==> src/rtl/outbuf_drain_reader_pkg.sv <==
// Shared types and constants for the outbuf drain reader: FSM encoding,
// saturation limits and skid buffer geometry.
package outbuf_drain_reader_pkg;

    typedef enum logic [1:0] {
        ST_IDLE  = 2'd0,
        ST_DRAIN = 2'd1,
        ST_FLUSH = 2'd2,
        ST_DONE  = 2'd3
    } state_e;

    localparam logic [15:0] RES_MAX = 16'h7FFF;
    localparam logic [15:0] RES_MIN = 16'h8000;

    localparam int SKID_DEPTH = 2;
    localparam int SKID_PW    = $clog2(SKID_DEPTH);
    localparam int SKID_CW    = $clog2(SKID_DEPTH + 1);

endpackage

==> src/rtl/outbuf_drain_reader_if.sv <==
// Outbuf FIFO read port plus the host-side result stream, bundled as one bus.
interface outbuf_drain_reader_if #(
    parameter int DATA_WIDTH = 32,
    parameter int RES_WIDTH  = 16
);
    logic                  outbuf_empty;
    logic                  outbuf_ren;
    logic [DATA_WIDTH-1:0] outbuf_dout;
    logic                  res_valid;
    logic                  res_ready;
    logic [RES_WIDTH-1:0]  res_data;
    logic                  res_last;

    // master = the drain reader, slave = FIFO + host environment
    modport master (
        input  outbuf_empty, outbuf_dout, res_ready,
        output outbuf_ren, res_valid, res_data, res_last
    );
    modport slave (
        output outbuf_empty, outbuf_dout, res_ready,
        input  outbuf_ren, res_valid, res_data, res_last
    );
endinterface

==> src/rtl/outbuf_drain_reader_result_skid_fifo.sv <==
// Two-entry result FIFO between the outbuf read pipeline and the host stream;
// push and pop may happen in the same cycle.
module result_skid_fifo
    import outbuf_drain_reader_pkg::*;
#(
    parameter int W = 17
) (
    input  logic               clk,
    input  logic               rst,
    input  logic               push,
    input  logic [W-1:0]       push_data,
    input  logic               pop,
    output logic [W-1:0]       head,
    output logic [SKID_CW-1:0] count,
    output logic               empty
);
    logic [W-1:0]       mem [SKID_DEPTH];
    logic [SKID_PW-1:0] wr_ptr;
    logic [SKID_PW-1:0] rd_ptr;
    logic               full;
    logic               do_push;
    logic               do_pop;

    assign empty   = (count == '0);
    assign full    = (count == SKID_CW'(SKID_DEPTH));
    assign do_pop  = pop && !empty;
    // A full FIFO can still accept a word when the head leaves the same cycle.
    assign do_push = push && (!full || do_pop);
    assign head    = mem[rd_ptr];

    always_ff @(posedge clk or negedge rst) begin
        if (!rst) begin
            for (int i = 0; i < SKID_DEPTH; i++) mem[i] <= '0;
            wr_ptr <= '0;
            rd_ptr <= '0;
            count  <= '0;
        end else begin
            if (do_push) begin
                mem[wr_ptr] <= push_data;
                wr_ptr      <= wr_ptr + SKID_PW'(1);
            end
            if (do_pop) rd_ptr <= rd_ptr + SKID_PW'(1);
            count <= count + SKID_CW'(do_push) - SKID_CW'(do_pop);
        end
    end

endmodule

==> src/rtl/outbuf_drain_reader.sv <==
// Drains a fixed number of partial sums from the outbuf FIFO, narrows them to
// RES_WIDTH and streams them to the host, pulsing done at the end of a run.
module outbuf_drain_reader
    import outbuf_drain_reader_pkg::*;
#(
    parameter int DATA_WIDTH = 32,
    parameter int RES_WIDTH  = 16,
    parameter int CNT_WIDTH  = 8
) (
    input  logic                 clk,
    input  logic                 rst,
    input  logic                 start,
    input  logic [CNT_WIDTH-1:0] expected_cnt,
    input  logic                 sat_en,
    outbuf_drain_reader_if.master bus,
    output logic                 busy,
    output logic                 done,
    output logic                 sat_flag
);
    localparam int OW = SKID_CW + 1;

    state_e               state, state_nxt;
    logic [CNT_WIDTH-1:0] issued, delivered, expected;
    logic                 sat_en_q;
    logic                 inflight, inflight_last;

    logic                 start_ok, xfer, credit, ren;
    logic [OW-1:0]        occ;
    logic                 fits, clamp_hi, clamp_lo;
    logic [RES_WIDTH-1:0] narrowed;

    logic [RES_WIDTH:0]   head;
    logic [SKID_CW-1:0]   count;
    logic                 empty;

    // Pop credit counts the slot freed by a same-cycle host transfer, which
    // is what lets a steady stream run at one word per cycle.
    always_comb begin
        start_ok = (state == ST_IDLE) && start;
        xfer     = !empty && bus.res_ready;
        occ      = OW'(count) + OW'(inflight) - OW'(xfer);
        credit   = occ < OW'(SKID_DEPTH);
        ren      = (state == ST_DRAIN) && !bus.outbuf_empty &&
                   (issued < expected) && credit;
    end

    // The word fits when every bit from the result sign bit upward agrees.
    always_comb begin
        fits     = (&bus.outbuf_dout[DATA_WIDTH-1:RES_WIDTH-1]) ||
                   !(|bus.outbuf_dout[DATA_WIDTH-1:RES_WIDTH-1]);
        clamp_hi = sat_en_q && !fits && !bus.outbuf_dout[DATA_WIDTH-1];
        clamp_lo = sat_en_q && !fits &&  bus.outbuf_dout[DATA_WIDTH-1];
        narrowed = bus.outbuf_dout[RES_WIDTH-1:0];
        if (clamp_hi) narrowed = RES_MAX;
        if (clamp_lo) narrowed = RES_MIN;
    end

    always_comb begin
        state_nxt = state;
        case (state)
            ST_IDLE:  if (start) state_nxt = (expected_cnt == '0) ? ST_DONE : ST_DRAIN;
            ST_DRAIN: if (issued == expected) state_nxt = ST_FLUSH;
            ST_FLUSH: if (delivered + CNT_WIDTH'(xfer) == expected) state_nxt = ST_DONE;
            ST_DONE:  state_nxt = ST_IDLE;
            default:  state_nxt = ST_IDLE;
        endcase
    end

    always_ff @(posedge clk or negedge rst) begin
        if (!rst) begin
            state         <= ST_IDLE;
            issued        <= '0;
            delivered     <= '0;
            expected      <= '0;
            sat_en_q      <= 1'b0;
            inflight      <= 1'b0;
            inflight_last <= 1'b0;
            sat_flag      <= 1'b0;
        end else begin
            state         <= state_nxt;
            inflight      <= ren;
            inflight_last <= ren && (issued == expected - CNT_WIDTH'(1));
            if (start_ok) begin
                issued    <= '0;
                delivered <= '0;
                expected  <= expected_cnt;
                sat_en_q  <= sat_en;
                sat_flag  <= 1'b0;
            end else begin
                if (ren)  issued    <= issued + CNT_WIDTH'(1);
                if (xfer) delivered <= delivered + CNT_WIDTH'(1);
                if (inflight && (clamp_hi || clamp_lo)) sat_flag <= 1'b1;
            end
        end
    end

    // outbuf_dout is valid the cycle after the pop, i.e. while inflight is set.
    result_skid_fifo #(.W(RES_WIDTH + 1)) u_skid (
        .clk       (clk),
        .rst       (rst),
        .push      (inflight),
        .push_data ({inflight_last, narrowed}),
        .pop       (xfer),
        .head      (head),
        .count     (count),
        .empty     (empty)
    );

    assign bus.outbuf_ren = ren;
    assign bus.res_valid  = !empty;
    assign bus.res_data   = head[RES_WIDTH-1:0];
    assign bus.res_last   = !empty && head[RES_WIDTH];
    assign busy           = (state == ST_DRAIN) || (state == ST_FLUSH);
    assign done           = (state == ST_DONE);

endmodule

==> src/flat_wrapper.sv <==
// flat-port wrapper written by rule: the top's interface ports become plain ports
module outbuf_drain_reader_flat import outbuf_drain_reader_pkg::*;
#(
    parameter int DATA_WIDTH = 32,
    parameter int RES_WIDTH  = 16,
    parameter int CNT_WIDTH  = 8
)
  (clk, rst, start, expected_cnt, sat_en, busy, done, sat_flag, bus_outbuf_empty, bus_outbuf_dout, bus_res_ready, bus_outbuf_ren, bus_res_valid, bus_res_data, bus_res_last);
  outbuf_drain_reader_if #(.DATA_WIDTH(DATA_WIDTH), .RES_WIDTH(RES_WIDTH)) bus_i ();
  input  logic clk;
  input  logic rst;
  input  logic start;
  input  logic [CNT_WIDTH-1:0] expected_cnt;
  input  logic sat_en;
  output logic busy;
  output logic done;
  output logic sat_flag;
  input wire logic [$bits(bus_i.outbuf_empty)-1:0] bus_outbuf_empty;
  input wire logic [$bits(bus_i.outbuf_dout)-1:0] bus_outbuf_dout;
  input wire logic [$bits(bus_i.res_ready)-1:0] bus_res_ready;
  output wire logic [$bits(bus_i.outbuf_ren)-1:0] bus_outbuf_ren;
  output wire logic [$bits(bus_i.res_valid)-1:0] bus_res_valid;
  output wire logic [$bits(bus_i.res_data)-1:0] bus_res_data;
  output wire logic [$bits(bus_i.res_last)-1:0] bus_res_last;
  assign bus_i.outbuf_empty = bus_outbuf_empty;
  assign bus_i.outbuf_dout = bus_outbuf_dout;
  assign bus_i.res_ready = bus_res_ready;
  assign bus_outbuf_ren = bus_i.outbuf_ren;
  assign bus_res_valid = bus_i.res_valid;
  assign bus_res_data = bus_i.res_data;
  assign bus_res_last = bus_i.res_last;
  outbuf_drain_reader #(.DATA_WIDTH(DATA_WIDTH), .RES_WIDTH(RES_WIDTH), .CNT_WIDTH(CNT_WIDTH)) u_core (.clk(clk), .rst(rst), .start(start), .expected_cnt(expected_cnt), .sat_en(sat_en), .bus(bus_i), .busy(busy), .done(done), .sat_flag(sat_flag));
endmodule
==> config.mk <==
export PLATFORM = sky130hd
export DESIGN_NAME = outbuf_drain_reader_flat
export DESIGN_NICKNAME = d
export VERILOG_FILES = /design/src/rtl/outbuf_drain_reader_pkg.sv /design/src/rtl/outbuf_drain_reader_if.sv /design/src/rtl/outbuf_drain_reader_result_skid_fifo.sv /design/src/rtl/outbuf_drain_reader.sv /design/src/flat_wrapper.sv
export SDC_FILE = /design/constraint.sdc
export NUM_CORES = 1
export LEC_CHECK = 0
export ABC_CLOCK_PERIOD_IN_PS = 7000
export BUFFER_PORTS_ARGS = -buffer_cell sky130_fd_sc_hd__buf_2
export CAP_MARGIN = 20
export CORE_MARGIN = 2
export CORE_UTILIZATION = 24
export CTS_CLUSTER_SIZE = 30
export DETAILED_ROUTE_END_ITERATION = 12
export GPL_TIMING_DRIVEN = 0
export HOLD_SLACK_MARGIN = 0.06
export PLACE_DENSITY = 0.42
export SETUP_SLACK_MARGIN = 0.15
export SLEW_MARGIN = 10
export SYNTH_ARGS = -nofsm -noshare
export SYNTH_HDL_FRONTEND = slang
export SYNTH_HIERARCHICAL = 1
export SYNTH_SLANG_ARGS = --single-unit
export TNS_END_PERCENT = 30
==> constraint.sdc <==
create_clock -name clk -period 7 [get_ports clk]
set_input_delay 1.05 -clock clk [delete_from_list [all_inputs] [get_ports clk]]
set_output_delay 1.05 -clock clk [all_outputs]
set_load 0.05 [all_outputs]
-- Word-level counts from Yosys, hierarchy flattened
Cells that the tools add are included.
- register bits after elaboration: 68
- latch bits: 0
- bits in writable memories: 0
- ROM bits: 0
- bits of input ports: 46
- output and inout bits: 22
- word-level logic and storage cells: 92
- memories kept: 0
- add/sub/neg operators: 10
- $mul: 0
- div/mod/pow operators: 0
- order comparisons: 5
- equal/unequal tests: 10
- shifts and indexed selects: 0
- mux-type cells: 19
- bitwise operators: 2
- reduce and logical (&&, ||, !) cells: 33
- operators with widths (operator ; number):
    $mux W17 ; 4
    $bwmux W34 ; 1
    $mux W16 ; 2
    $mux W8 ; 4
    $eq A8 B8 Y1 ; 3
    $demux W17 S1 ; 1
    $reduce_and A17 Y1 ; 1
    $reduce_or A17 Y1 ; 1
    $add A8 B1 Y8 const B ; 2
    $logic_and A1 B1 Y1 ; 14
    $add A8 B1 Y8 ; 1
    $logic_not A8 Y1 ; 1
    $lt A8 B8 Y1 ; 1
    $mux W2 ; 4
    $pmux W2 S4 ; 1
    $sub A8 B1 Y8 const B ; 1
    $eq A2 B2 Y1 const B ; 3
    $logic_not A1 Y1 ; 6
    $reduce_bool A2 Y1 ; 3
    $ge A2 B2 Y1 const B ; 2
    $logic_not A2 Y1 ; 2
    $logic_or A1 B1 Y1 ; 4
    $ne A2 B1 Y1 const B ; 2
    $not A1 Y2 ; 2
    other kinds (11) ; 13

-- Logic depth before layout (Yosys ltp)
Gate-level depths: netlist of run 1.
- depth in word-level cells: 10
- depth in mapped cells: 11
- depth with buffers taken out: 10

-- Hierarchy
The synthesis of run 1 kept the hierarchy.
- by module, submodules not included (module ; instances ; cells an instance ; area each (um^2) ; seq. area each (um^2)):
    outbuf_drain_reader ; 1 ; 272 ; 2382.3 ; 750.7
    result_skid_fifo ; 1 ; 113 ; 1794.2 ; 950.9

-- Worst setup path after synthesis of run 1
Ideal clock, no wire load.
- path type: input port to output port
- start: input port bus_res_ready
- end: output port bus_outbuf_ren
- data arrival time: 3.558 ns
- data required time: 5.950 ns
- path slack: 2.392 ns
- cell stages on the path: 8
- path buffers: 1
- cells stage by stage: nor2b_1 > clkbuf_1 > ha_1 > nor2_1 > fa_1 > nor4b_1 > nand3_1 > nor2_1
- word-level cells in the longest chain between the ends: 4
- ends and longest elaborated chain (item ; line ; RTL):
    from (decl) ; flat_wrapper.sv:20 ; input wire logic [$bits(bus_i.res_ready)-1:0] bus_res_ready;
    $logic_and A1 B1 Y1 ; outbuf_drain_reader.sv:40 ; xfer = !empty && bus.res_ready;
    named net u_core.xfer ; outbuf_drain_reader.sv:27 ; logic start_ok, xfer, credit, ren;
    $sub A3 B1 Y3 ; outbuf_drain_reader.sv:41 ; occ = OW'(count) + OW'(inflight) - OW'(xfer);
    $lt A3 B2 Y1 ; outbuf_drain_reader.sv:42 ; credit = occ < OW'(SKID_DEPTH);
    $logic_and A1 B1 Y1 ; outbuf_drain_reader.sv:44 ; (issued < expected) && credit;
    to (decl) ; flat_wrapper.sv:21 ; output wire logic [$bits(bus_i.outbuf_ren)-1:0] bus_outbuf_ren;
The timed path passes the listed nets, and every way through them passes these cells.

-- Final worst setup path of run 1
Ends and elaborated chain as after synthesis.

==> results of run 1 <==
==> registers in the layout (all words and copies together) (netlist names) <==
name and count:
u_core/state 2, u_core/inflight 1, u_core/u_skid/wr_ptr 1, u_core/expected 8
u_core/sat_flag 1, u_core/inflight_last 1, u_core/sat_en_q 1, u_core/u_skid/rd_ptr 1
u_core/delivered 8, u_core/u_skid/mem 34, u_core/u_skid/count 2, u_core/issued 8
==> worst max-delay path: cells and delay by family <==
family                   cells  cell delay (ns)
AND/OR/NAND/NOR              5             1.23
adder cells (fa/ha/maj)      2             0.83
buffers and inverters        3             0.92
==> power groups by stage <==
stage	Combinational, uW	Clock, uW	Sequential, uW
3_5_place_dp	437	0	479
4_1_cts	439	506	472
2_1_floorplan	334	0	466
3_3_place_gp	428	0	477
6_report	431	488	472
5_1_grt	475	523	479
==> cell families (layout without fill, tap and decap cells) <==
logic type      after synthesis  count (layout)  synth area share
buf+inv                      37             120            0.0440
flops                        68              68             0.407
mux                          54              54             0.162
compound gates               68              68             0.112
fa+ha+maj                    21              21            0.0647
xor+xnor                     30              30            0.0629
simple gates                107             107             0.147
==> Yosys cell counts (all sizes together) <==
master  number  area share
a21oi        6      0.0072
nand2b       7       0.010
nand2       24       0.022
o21bai       1      0.0018
nor4         9       0.013
o22ai        3      0.0060
and3         1      0.0015
a31o         1      0.0021
mux2        52        0.16
nand4       11       0.016
nand3       11       0.017
nor3b        1      0.0045
nor2        21       0.021
nor2b        5      0.0075
nor3         6      0.0099
xor2        14       0.029
inv         20       0.018
a221o        1      0.0024
xnor2       16       0.034
or4          3      0.0063
mux2i        2      0.0048
a211oi       2      0.0036
o21ai       20       0.024
and4         2      0.0042
and4bb       1      0.0030
a21o        15       0.027
fa           1      0.0048
clkbuf       9      0.0081
ha          20       0.060
dfrtp       68        0.41
o32a         1      0.0024
nor4b        2      0.0042
o21a         3      0.0054
o21ba        1      0.0024
a31oi        3      0.0045
and2         2      0.0030
o41ai        5       0.010
buf          8       0.018
nand4b       1      0.0021
o311ai       5       0.010
a32o         1      0.0024
==> stage by stage <==
stage          hold WS [ns]   util  worst slack, ns
2_1_floorplan         0.474      -             2.39
3_3_place_gp          0.472  0.279             1.98
3_5_place_dp          0.483  0.281             1.96
4_1_cts               0.495  0.299             1.92
5_1_grt               0.512  0.299             1.59
6_report              0.486  0.299             1.93
==> final cells by class <==
type | count | area, um^2
sequential | 68 | 1700
buffer | 17 | 109
tap | 225 | 282
timing repair buffer | 68 | 365
multi-input combinational | 280 | 2290
clock inverter | 6 | 90.1
inverter | 20 | 75.1
clock buffer | 9 | 225
fill | 1800 | 12000
==> how the worst max path moves through the flow <==
stage	cells past startpoint	start	endpoint	slack (ns)
floorplan	8	bus_res_ready	bus_outbuf_ren	2.39
global placement	10	bus_res_ready	bus_outbuf_ren	1.98
detailed placement	10	bus_res_ready	bus_outbuf_ren	1.96
CTS	10	bus_res_ready	bus_outbuf_ren	1.92
global route	10	bus_res_ready	bus_outbuf_ren	1.59
finish	10	bus_res_ready	bus_outbuf_ren	1.93
==> routing by layer <==
metal,up-vias,global-route usage
met5,-,0
met1,1535,0.150
met4,0,0.0382
li1,1548,-
met2,69,0.196
met3,7,0.0257
==> results.sh, run 1 <==
export IMPL_grt_pass1_wl_um=16900
export IMPL_slew_headroom=0.551
export IMPL_maxCapViolations=0
export IMPL_initial_core_util=0.243
export IMPL_die_x_um=136
export IMPL_hold_viol=0
export IMPL_clkPwrFrac=0.351
export IMPL_routed_wirelength_um=10100
export IMPL_met2WireLength_um=4730
export IMPL_dp_cells=678
export IMPL_grt_usage=0.117
export IMPL_drive_gt1_frac=0.329
export IMPL_drv_slew=0
export IMPL_r2r_slack_ns=3.13
export IMPL_outcome="finished clean"
export IMPL_cts_made_buffers=9
export IMPL_rr_endpoint="u_core/issued[5]"
export IMPL_die_area_mm2=0.0185
export IMPL_cp_cell_sequence="buf_2, nor2b_1, clkbuf_1, ha_1, nor2_1, fa_1, nor4b_1, nand3_1, nor2_1, buf_2"
export IMPL_final_cell_mix="68 x buf_2, 68 x dfrtp_1, 33 x mux2_2"
export IMPL_netSwitchingFraction=0.352
export IMPL_routabilityCongestion=0.808
export IMPL_clock_path_buffers=2
export IMPL_path_clk_slew_ns=0.05
export IMPL_power_uw=1390
export IMPL_fin_crit_sh=0.724
export IMPL_drt_iter0_drc=128
export IMPL_core_mm2=0.0172
export IMPL_fin_setup_tns_ns=0
export IMPL_routed_via_count=3159
export IMPL_firstDrtPassIters=4
export IMPL_clock_latency_ns=0.33
export IMPL_diodes=0
export IMPL_ioPinCount=68
export IMPL_seq_area_frac_synth=0.407
export IMPL_ctsHoldBuffers=0
export IMPL_grt_max_degree=46
export IMPL_final_cell_area_mm2=0.00514
export IMPL_cts_setup_buffers=0
export IMPL_fmaxAchievable_mhz=197
export IMPL_post_dp_hpwl_um=7460
export IMPL_crit_required_ns=5.95
export IMPL_fin_nets=531
export IMPL_cts_root_buf="clkbuf_16"
export IMPL_critPathArrivalTime_ns=4.02
export IMPL_ir_drop_v=0.000136
export IMPL_rsz0062_at_grt="no"
export IMPL_crit_type="input pin to primary output"
export IMPL_rows=48
export IMPL_final_setup_skew_ns=0.00748
export IMPL_power_frac_seq=0.339
export IMPL_min_period_ns=5.07
export IMPL_placed_area_mm2=0.00482
export IMPL_topRoutingLayerUsed="met4"
export IMPL_ant_nets=0
export IMPL_htree_num_levels=3
export IMPL_wl_met1_um=4880
export IMPL_critPathMaxFanout=12
export IMPL_pwr_share_comb=0.310
export IMPL_setup_violations_final=0
export IMPL_overflow=0
export IMPL_die_h_um=136
export IMPL_crit_slowest_cell="clkbuf_1"
export IMPL_ys_warn_count=6
export IMPL_synth_cell_types=55
export IMPL_cp_start_kind="input pin"
export IMPL_min_from="u_core/sat_flag"
export IMPL_leakagePower_uw=0.00229
export IMPL_antenna_found_initial=0
export IMPL_portBuffers=67
export IMPL_cp_end_kind="primary output"
export IMPL_stdcell_count=693
export IMPL_wl_per_cell_um=14.6
export IMPL_remaining_drc_errors=0
export IMPL_tritoncts="built"
export IMPL_tightest_slew_ns=0.673
export IMPL_hold_class="register to register"
export IMPL_ctsResizeCount=0
export IMPL_cts_sinks=68
export IMPL_synth_avg_cell_area_um2=10.8
export IMPL_syn_num_nets=452
export IMPL_worstHoldEndpoint="u_core/sat_flag"
export IMPL_reg2regPathDepth=11
export IMPL_slowest_delay_ns=0.53
export IMPL_wl_met3_um=425
export IMPL_areaGrowthSynthToFinish_pct=23.0
export IMPL_netlist_area_mm2=0.00418
export IMPL_synth_cells=385
export IMPL_grt_pass1_vias=3350
export IMPL_internal_power_uw=902
export IMPL_synth_seq_cells=68
export IMPL_vias_per_cell=4.56
export IMPL_r2r_start="u_core/u_skid/count[0]"
export IMPL_p_sw_uw=489
export IMPL_whs_path_depth=1
export IMPL_powerDensity_mw_per_mm2=271
No activity file was read; power rests on OpenSTA's default activity.
==> run 2: changes to the inputs <==
--- a/config.mk
+++ b/config.mk
@@ -5,7 +5,8 @@
 export SDC_FILE = /design/constraint.sdc
 export NUM_CORES = 1
 export LEC_CHECK = 0
-export ABC_CLOCK_PERIOD_IN_PS = 7000
+export ABC_AREA = 1
+export ABC_CLOCK_PERIOD_IN_PS = 4750
 export BUFFER_PORTS_ARGS = -buffer_cell sky130_fd_sc_hd__buf_2
 export CAP_MARGIN = 20
 export CORE_MARGIN = 2
@@ -14,7 +15,7 @@
 export DETAILED_ROUTE_END_ITERATION = 12
 export GPL_TIMING_DRIVEN = 0
 export HOLD_SLACK_MARGIN = 0.06
-export PLACE_DENSITY = 0.42
+export PLACE_DENSITY = 0.41
 export SETUP_SLACK_MARGIN = 0.15
 export SLEW_MARGIN = 10
 export SYNTH_ARGS = -nofsm -noshare
==> constraint.sdc (replaced) <==
create_clock -name clk -period 4.75 [get_ports clk]
set_input_delay 0.7125 -clock clk [delete_from_list [all_inputs] [get_ports clk]]
set_output_delay 0.7125 -clock clk [all_outputs]
set_load 0.05 [all_outputs]
==> results.sh, run 2 <==
export IMPL_placed_area_mm2=0.00504
export IMPL_reg2regPathDepth=16
export IMPL_final_cell_area_mm2=0.00530
export IMPL_synthArstFlopShare=1.00
export IMPL_final_setup_skew_ns=0.00867
export IMPL_tritoncts="built"
export IMPL_synth_area_top_cells="dfrtp_1 39%, nand2_1 20%, ha_1 5.7%"
export IMPL_synth_top_area_frac=0.387
export IMPL_vias_per_cell=4.38
export IMPL_synth_edf_count=0
export IMPL_cp_start_kind="register"
export IMPL_synthTopCellsByCount="238 x nand2_1, 68 x dfrtp_1, 57 x inv_1"
export IMPL_powerDensity_mw_per_mm2=637
export IMPL_synth_cell_types=38
export IMPL_ctsHoldBuffers=0
export IMPL_final_cell_mix="238 x nand2_1, 76 x buf_2, 68 x dfrtp_1"
export IMPL_min_period_ns=3.99
export IMPL_drv_slew=0
export IMPL_fin_setup_tns_ns=0
export IMPL_slew_headroom=0.630
export IMPL_netlist_area_mm2=0.00440
export IMPL_setup_violations_final=0
export IMPL_overflow=0
export IMPL_cts_made_buffers=9
export IMPL_drt_iter0_drc=185
export IMPL_leakagePower_uw=0.00292
export IMPL_syn_num_nets=669
export IMPL_final_common_cell="nand2_1"
export IMPL_holdWs_ns=0.317
export IMPL_hold_class="input pin to asynchronous set/reset pin"
export IMPL_seq_area_frac_synth=0.387
export IMPL_slowest_delay_ns=0.44
export IMPL_cp_end_kind="primary output"
export IMPL_internal_power_uw=1680
export IMPL_synth_main_ff_cell="dfrtp_1"
export IMPL_post_dp_hpwl_um=9210
export IMPL_portBuffers=67
export IMPL_die_x_um=139
export IMPL_antenna_found_initial=0
export IMPL_grt_pass1_vias=4090
export IMPL_htree_num_levels=3
export IMPL_core_mm2=0.0180
export IMPL_routed_via_count=4002
export IMPL_power_frac_seq=0.286
export IMPL_pwr_share_comb=0.534
export IMPL_path_delay_family="buffers and inverters"
export IMPL_diodes=0
export IMPL_dp_cells=899
export IMPL_fin_crit_sh=0.839
export IMPL_rows=49
export IMPL_cts_root_buf="clkbuf_16"
export IMPL_crit_cells=15
export IMPL_fmaxAchievable_mhz=251
export IMPL_ctsResizeCount=0
export IMPL_wl_per_cell_um=13.3
export IMPL_cts_sinks=68
export IMPL_routed_wirelength_um=12200
export IMPL_critPathMaxFanout=10
export IMPL_clkPwrFrac=0.180
export IMPL_ioPinCount=68
export IMPL_path_clk_slew_ns=0.06
export IMPL_grt_pass1_wl_um=20500
export IMPL_firstDrtPassIters=4
export IMPL_initial_core_util=0.245
export IMPL_crit_type="register to primary output"
export IMPL_cp_cell_sequence="inv_1, nand2_1, inv_1, inv_1, nand2_1, inv_1, ha_1, nor2_1, fa_1, nor4_1, nand2_1, nor2_1, nand2_2, inv_2, buf_2"
export IMPL_synth_most_common_cell="nand2_1"
export IMPL_rsz0062_at_grt="no"
export IMPL_synth_cells=602
export IMPL_r2r_slack_ns=1.81
export IMPL_grt_max_degree=37
export IMPL_crit_required_ns=4.04
export IMPL_ir_drop_v=0.000272
export IMPL_netSwitchingFraction=0.503
export IMPL_areaGrowthSynthToFinish_pct=20.6
export IMPL_tightest_slew_ns=0.555
export IMPL_cts_setup_buffers=0
export IMPL_clock_path_buffers=2
export IMPL_synth_top_cell_by_area="dfrtp_1"
export IMPL_critPathBufInv=6
export IMPL_largest_reg_flops=34
export IMPL_fin_nets=748
export IMPL_ys_warn_count=6
export IMPL_crit_slowest_cell="fa_1"
export IMPL_clock_latency_ns=0.34
export IMPL_grt_usage=0.132
export IMPL_regMostFlops="u_core/u_skid/mem"
export IMPL_cpMostUsedCell="inv_1"
export IMPL_remaining_drc_errors=0
export IMPL_stdcell_count=914
export IMPL_critPathArrivalTime_ns=3.27
export IMPL_drive_gt1_frac=0.178
export IMPL_routabilityCongestion=0.783
export IMPL_synth_avg_cell_area_um2=7.30
export IMPL_hold_viol=0
export IMPL_maxCapViolations=0
export IMPL_die_area_mm2=0.0194
export IMPL_outcome="finished clean"
export IMPL_ant_nets=0
export IMPL_die_h_um=139
export IMPL_synth_seq_cells=68
export IMPL_p_sw_uw=1700
-- run 2: final timing paths --
check | startpoint | to
worst min-delay path | rst | u_core/u_skid/mem[29]
worst min register to register | u_core/u_skid/mem[8] | u_core/u_skid/mem[8]
min in group clk | u_core/u_skid/mem[8] | u_core/u_skid/mem[8]
max in group asynchronous | rst | u_core/issued[0]
worst max-delay path | u_core/u_skid/count[1] | bus_outbuf_ren
worst max register to register | u_core/u_skid/count[1] | u_core/issued[1]
-- run 2: layout make-up --
class	count	area [um^2]
plain buffers	24	138
clock buffers	11	233
clock inverters	4	27.5
fillers	2002	12700
inverters	62	233
multi-input cells	448	2320
flip-flops and latches	68	1700
well taps	229	287
repair buffers	68	358
-- run 2: logic make-up after synthesis --
kind of cell / count (synthesis) / share of synthesized area
xor gates and xnor gates: 23 / 0.0458
and+or+nand+nor: 372 / 0.383
AOI/OAI and AO/OA: 32 / 0.0387
buffers and inverters: 86 / 0.0842
adders and majority gates: 21 / 0.0615
DFF: 68 / 0.387
-- run 2: power by group through the flow --
| stage | clock network, uW | logic [uW] | registers [uW] |
|---|---|---|---|
| 3_5_place_dp | 0 | 1820 | 976 |
| 2_1_floorplan | 0 | 1380 | 938 |
| 3_3_place_gp | 0 | 1800 | 971 |
| 5_1_grt | 654 | 2030 | 998 |
| 4_1_cts | 636 | 1830 | 966 |
| 6_report | 607 | 1800 | 964 |
-- run 2: stage by stage --
| step | power, uW | worst slack [ns] | util |
|---|---|---|---|
| 2_1_floorplan | 2320 | 1.31 | - |
| 3_3_place_gp | 2770 | 1.00 | 0.279 |
| 3_5_place_dp | 2800 | 1.02 | 0.281 |
| 4_1_cts | 3430 | 0.706 | 0.295 |
| 5_1_grt | 3690 | 0.398 | 0.295 |
| 6_report | 3370 | 0.765 | 0.295 |
-- run 2: per-layer routing --
| metal | share of wire | vias up | wire length, um | track usage |
|---|---|---|---|---|
| met3 | 0.033 | 10 | 404 | 0.0272 |
| li1 | - | 2083 | - | - |
| met5 | 0 | - | 0 | 0 |
| met1 | 0.46 | 1853 | 5610 | 0.166 |
| met4 | 0.014 | 0 | 165 | 0.0431 |
| met2 | 0.49 | 56 | 5990 | 0.225 |
